<file path="config.mk">
export PLATFORM = sky130hd
export DESIGN_NAME = alu_issue_ctrl
export DESIGN_NICKNAME = d
export VERILOG_FILES = /design/src/rtl/alu_issue_ctrl.sv
export SDC_FILE = /design/constraint.sdc
export NUM_CORES = 1
export LEC_CHECK = 0
export CORE_MARGIN = 4
export CORE_UTILIZATION = 25
export DETAILED_ROUTE_END_ITERATION = 8
export PLACE_DENSITY = 0.5
export SYNTH_ARGS = -nofsm -noshare
export SYNTH_HDL_FRONTEND = slang
export SYNTH_SLANG_ARGS = --single-unit
</file>
<file path="constraint.sdc">
create_clock -name clk -period 2.8 [get_ports clk]
set_clock_uncertainty 0.1 [all_clocks]
set_input_delay 0.56 -clock clk [delete_from_list [all_inputs] [get_ports clk]]
set_output_delay 0.56 -clock clk [all_outputs]
set_load 0.01 [all_outputs]
</file>
<file path="src/rtl/alu_issue_ctrl.sv">
// ALU issue controller: decodes one RV32 ALU instruction at a time, drives the external
// ALU from registers, and hands back the captured result over a valid/ready handshake.
module alu_issue_ctrl #(
    parameter int CNT_W = 8
) (
    input  logic             clk,
    input  logic             rst_n,
    input  logic             in_valid,
    output logic             in_ready,
    input  logic [31:0]      in_instr,
    input  logic [31:0]      in_rs1,
    input  logic [31:0]      in_rs2,
    output logic [6:0]       alu_control,
    output logic [31:0]      alu_in1,
    output logic [31:0]      alu_in2,
    input  logic [31:0]      alu_out,
    output logic             out_valid,
    input  logic             out_ready,
    output logic [31:0]      out_result,
    output logic [4:0]       out_rd,
    output logic             out_wen,
    output logic             out_err,
    output logic [CNT_W-1:0] illegal_cnt
);

    typedef enum logic [1:0] {
        IDLE,
        ISSUE,
        DONE
    } state_t;

    localparam logic [6:0] OPC_RTYPE = 7'b0110011;
    localparam logic [6:0] OPC_ITYPE = 7'b0010011;
    localparam logic [6:0] F7_BASE   = 7'b0000000;
    localparam logic [6:0] F7_ALT    = 7'b0100000;

    localparam logic [3:0] OP_ADD = 4'd0;
    localparam logic [3:0] OP_SUB = 4'd1;
    localparam logic [3:0] OP_XOR = 4'd2;
    localparam logic [3:0] OP_OR  = 4'd3;
    localparam logic [3:0] OP_AND = 4'd4;

    state_t           r_state;
    logic [3:0]       r_alu_op;
    logic [31:0]      r_alu_in1;
    logic [31:0]      r_alu_in2;
    logic             r_out_valid;
    logic [31:0]      r_out_result;
    logic [4:0]       r_out_rd;
    logic             r_out_wen;
    logic             r_out_err;
    logic [CNT_W-1:0] r_illegal_cnt;

    logic [6:0]  w_opcode;
    logic [2:0]  w_funct3;
    logic [6:0]  w_funct7;
    logic [31:0] w_imm;
    logic        w_legal;
    logic [3:0]  w_op;
    logic [31:0] w_in2;
    logic        w_unused_rs_fields;

    assign w_opcode = in_instr[6:0];
    assign w_funct3 = in_instr[14:12];
    assign w_funct7 = in_instr[31:25];
    assign w_imm    = {{20{in_instr[31]}}, in_instr[31:20]};

    // rs1 index field is resolved by the register-read stage, so only its operand value matters here
    assign w_unused_rs_fields = ^in_instr[19:15];

    always_comb begin
        w_legal = 1'b0;
        w_op    = OP_ADD;
        w_in2   = in_rs2;
        unique case (w_opcode)
            OPC_RTYPE: begin
                w_in2 = in_rs2;
                unique case (w_funct3)
                    3'b000: begin
                        if (w_funct7 == F7_BASE) begin
                            w_legal = 1'b1;
                            w_op    = OP_ADD;
                        end else if (w_funct7 == F7_ALT) begin
                            w_legal = 1'b1;
                            w_op    = OP_SUB;
                        end
                    end
                    3'b100: begin
                        w_legal = (w_funct7 == F7_BASE);
                        w_op    = OP_XOR;
                    end
                    3'b110: begin
                        w_legal = (w_funct7 == F7_BASE);
                        w_op    = OP_OR;
                    end
                    3'b111: begin
                        w_legal = (w_funct7 == F7_BASE);
                        w_op    = OP_AND;
                    end
                    default: w_legal = 1'b0;
                endcase
            end
            OPC_ITYPE: begin
                w_in2 = w_imm;
                unique case (w_funct3)
                    3'b000: begin
                        w_legal = 1'b1;
                        w_op    = OP_ADD;
                    end
                    3'b100: begin
                        w_legal = 1'b1;
                        w_op    = OP_XOR;
                    end
                    3'b110: begin
                        w_legal = 1'b1;
                        w_op    = OP_OR;
                    end
                    3'b111: begin
                        w_legal = 1'b1;
                        w_op    = OP_AND;
                    end
                    default: w_legal = 1'b0;
                endcase
            end
            default: w_legal = 1'b0;
        endcase
    end

    // Illegal instructions skip ISSUE and leave the ALU operand registers untouched
    always_ff @(posedge clk or negedge rst_n) begin
        if (!rst_n) begin
            r_state       <= IDLE;
            r_alu_op      <= OP_ADD;
            r_alu_in1     <= '0;
            r_alu_in2     <= '0;
            r_out_valid   <= 1'b0;
            r_out_result  <= '0;
            r_out_rd      <= '0;
            r_out_wen     <= 1'b0;
            r_out_err     <= 1'b0;
            r_illegal_cnt <= '0;
        end else begin
            unique case (r_state)
                IDLE: begin
                    if (in_valid) begin
                        r_out_rd <= in_instr[11:7];
                        if (w_legal) begin
                            r_alu_op  <= w_op;
                            r_alu_in1 <= in_rs1;
                            r_alu_in2 <= w_in2;
                            r_state   <= ISSUE;
                        end else begin
                            r_out_result <= '0;
                            r_out_err    <= 1'b1;
                            r_out_wen    <= 1'b0;
                            r_out_valid  <= 1'b1;
                            if (r_illegal_cnt != '1) begin
                                r_illegal_cnt <= r_illegal_cnt + CNT_W'(1);
                            end
                            r_state <= DONE;
                        end
                    end
                end
                ISSUE: begin
                    r_out_result <= alu_out;
                    r_out_err    <= 1'b0;
                    r_out_wen    <= (r_out_rd != 5'd0);
                    r_out_valid  <= 1'b1;
                    r_state      <= DONE;
                end
                DONE: begin
                    if (out_ready) begin
                        r_out_valid <= 1'b0;
                        r_state     <= IDLE;
                    end
                end
                default: begin
                    r_out_valid <= 1'b0;
                    r_state     <= IDLE;
                end
            endcase
        end
    end

    assign in_ready    = (r_state == IDLE);
    assign alu_control = {3'b000, r_alu_op};
    assign alu_in1     = r_alu_in1;
    assign alu_in2     = r_alu_in2;
    assign out_valid   = r_out_valid;
    assign out_result  = r_out_result;
    assign out_rd      = r_out_rd;
    assign out_wen     = r_out_wen;
    assign out_err     = r_out_err;
    assign illegal_cnt = r_illegal_cnt;

endmodule

</file>
==> results.json <==
{
  "status": "completed",
  "synth.cell_area_mm2": 0.00532,
  "slowest_delay_ns": 0.57,
  "htree_levels": 4,
  "r2r_slack_ns": 0.63,
  "crit_path_end_kind": "output port",
  "numCtsBuffers": 17,
  "cts.sinks": 117,
  "yosysTopAreaCell": "dfrtp_1",
  "clk_latency_ns": 0.41,
  "cts_root_buffer": "clkbuf_16",
  "drt_iter0_markers": 179,
  "worstRegToRegCells": 4,
  "yosys_warnings": 0,
  "synth_cell_types": 46,
  "min_period_ns": 2.32,
  "crit_arrival_ns": 1.66,
  "grt_overflow": 0,
  "clk_pin_slew_ns": 0.06,
  "ios": 252,
  "cts_tree": "built",
  "chipWidth_um": 154,
  "crit_end": "in_ready",
  "via_per_inst": 4.46,
  "slew_viol_final": 0,
  "routed_wl_um": 16500,
  "critPathKind": "register to output port",
  "clock_path_buffers": 2,
  "setup_viol": 0,
  "critical_path_required_ns": 2.14,
  "grt_pass1_wl_um": 26400,
  "drive_above_1_share_pct": 17.3,
  "hold_viol_final": 0,
  "die_y_um": 154,
  "drv_cap": 0,
  "num-fill-cells": 2021,
  "yosys_most_used_dff": "dfrtp_1",
  "max_freq_mhz": 430,
  "syn2layout_area_growth_pct": 64.4,
  "tns_ns": 0,
  "startpoint": "r_state[0]",
  "dp_hpwl_um": 12000,
  "critPathBufInv": 1,
  "dr_total_vias": 4357,
  "powerDensity_mw_per_mm2": 714,
  "post_cts_resized": 0,
  "synth_common_cells": "dfrtp_1, mux2_2, nand2b_1, o21ai_0, a22oi_1",
  "num_rows": 53,
  "cp_max_fo": 9,
  "routedWlPerCell_um": 16.9,
  "p_leak_nw": 3.70,
  "finalPower_w": 0.00624,
  "yosysSeqAreaShare_pct": 55.0,
  "gp_congestion": 0.768,
  "cp_top_family": "buffers and inverters",
  "seq_area_mm2": 0.00293,
  "r2r_start": "r_state[0]",
  "post-route-period-util_pct": 83.0,
  "timing.rr.end": "alu_in1[31]",
  "crit_cells": 2,
  "die-area_mm2": 0.0237,
  "grt_max_degree": 59,
  "synth_edf_count": 0,
  "multi_input_area_mm2": 0.00210,
  "port_buffers": 242,
  "drcViolationCount": 0,
  "crit_slowest_cell": "clkdlybuf4s50_1",
  "start_util_pct": 25.4,
  "synth_top_area_share_pct": 55.0,
  "grt_use_total_pct": 13.9,
  "finalNetCount": 822,
  "cp-start-kind": "register",
  "rsz0062_at_grt": "false",
  "syn_area_per_cell_um2": 12.2,
  "antenna_found_initial": 0,
  "synth_seq_cells": 117,
  "antenna_cells": 0,
  "max-vdd-ir-drop_mv": 0.360,
  "synth_most_common_cell": "dfrtp_1",
  "ys_top_cells_by_area": "dfrtp_1, mux2_2, a22oi_1",
  "drtAntennaViolNets": 0,
  "synth_cells": 435,
  "first_global_vias": 4712,
  "drt_first_pass_iters": 4,
  "async_flop_share_pct": 100,
  "crit_chain": "nor2_1, clkdlybuf4s50_1",
  "core_mm2": 0.0210,
  "hold_path_class": "register to register"
}
-- report_power, final --
part	internal (W)	total (W)	switching [W]
Combinational	0.000962	0.00158	0.000614
Sequential	0.00201	0.00228	0.000275
Clock	0.00157	0.00238	0.000806
-- cells in the final DEF, fill, tap and decap left out, drive strengths merged, types with 2 or more instances in the layout --
cell           synthesis  routed
clkdlybuf4s50          0     241
dfrtp                117     117
mux2                  64      64
o21ai                 35      35
nand2b                34      34
a22oi                 32      32
inv                   25      26
a21oi                 22      22
buf                   14      22
mux2i                 21      21
clkbuf                18      18
nor2                   6       6
xnor2                  6       6
o211ai                 6       6
bufinv                 0       5
clkinv                 0       5
conb                   1       4
and3                   3       3
nand2                  3       3
nor2b                  3       3
a31oi                  3       3
nand3                  2       2
o21a                   2       2
nand4                  2       2
clkinvlp               0       2
nor3                   2       2
-- how the worst min path moves through the flow --
stage	depth (start not counted)	startpoint	to	slack, ns
detailed placement	1	alu_in1[3]	alu_in1[3]	0.38
floorplan	0	rst_n	alu_in1[0]	0.16
CTS	1	alu_in1[3]	alu_in1[3]	0.39
global placement	1	alu_in1[3]	alu_in1[3]	0.37
finish	1	alu_in1[3]	alu_in1[3]	0.38
global route	1	alu_in1[1]	alu_in1[1]	0.41
-- timing repair --
action                    CTS  global route
hold endpoints to repair   29             0
hold buffers                1             0
setup buffers               0             0
-- final cells by class --
type	count	area share (%)
Clock buffer	18	4.91
Timing Repair Buffer	264	30.2
Clock inverter	13	2.36
Sequential cell	117	33.5
Inverter	25	1.07
Multi-Input combinational cell	264	24.1
Tap cell	275	3.94
-- registers in the layout, indices dropped and copies added, names as in the netlist --
register     count
out_rd           5
alu_in2         32
out_result      32
out_err          1
alu_in1         32
r_state          2
out_valid        1
out_wen          1
illegal_cnt      8
r_alu_op         3
-- cells by family after synthesis --
group	synth area share, %
compound gates	12.8
mux	17.5
xor+xnor	0.988
simple gates	7.72
flops	55.0
fa+ha+maj	0.235
other cells	0.0705
buf+inv	5.67
-- per-layer routing --
metal / track usage, % / part of all wire, % / routed length [um] / vias to the layer above
met5: 0 / 0 / 0 / -
met4: 3.87 / 0.95 / 157 / 0
met3: 5.46 / 8.2 / 1350 / 12
met2: 22.1 / 47 / 7770 / 167
met1: 17.7 / 44 / 7210 / 2126
li1: - / - / - / 2052
-- per-stage QoR --
stage / hold WS (ns) / util (%) / std cells / worst slack, ns / cell area (um^2)
2_1_floorplan: 0.164 / - / 438 / 0.666 / 5330
4_1_cts: 0.391 / 41.7 / 976 / 0.465 / 8740
3_3_place_gp: 0.373 / 38.6 / 944 / 0.0734 / 8100
3_5_place_dp: 0.378 / 38.6 / 944 / 0.0513 / 8100
5_1_grt: 0.414 / 41.7 / 976 / 0.411 / 8740
6_report: 0.384 / 41.7 / 976 / 0.476 / 8740
(Power assumes the default switching activity.)
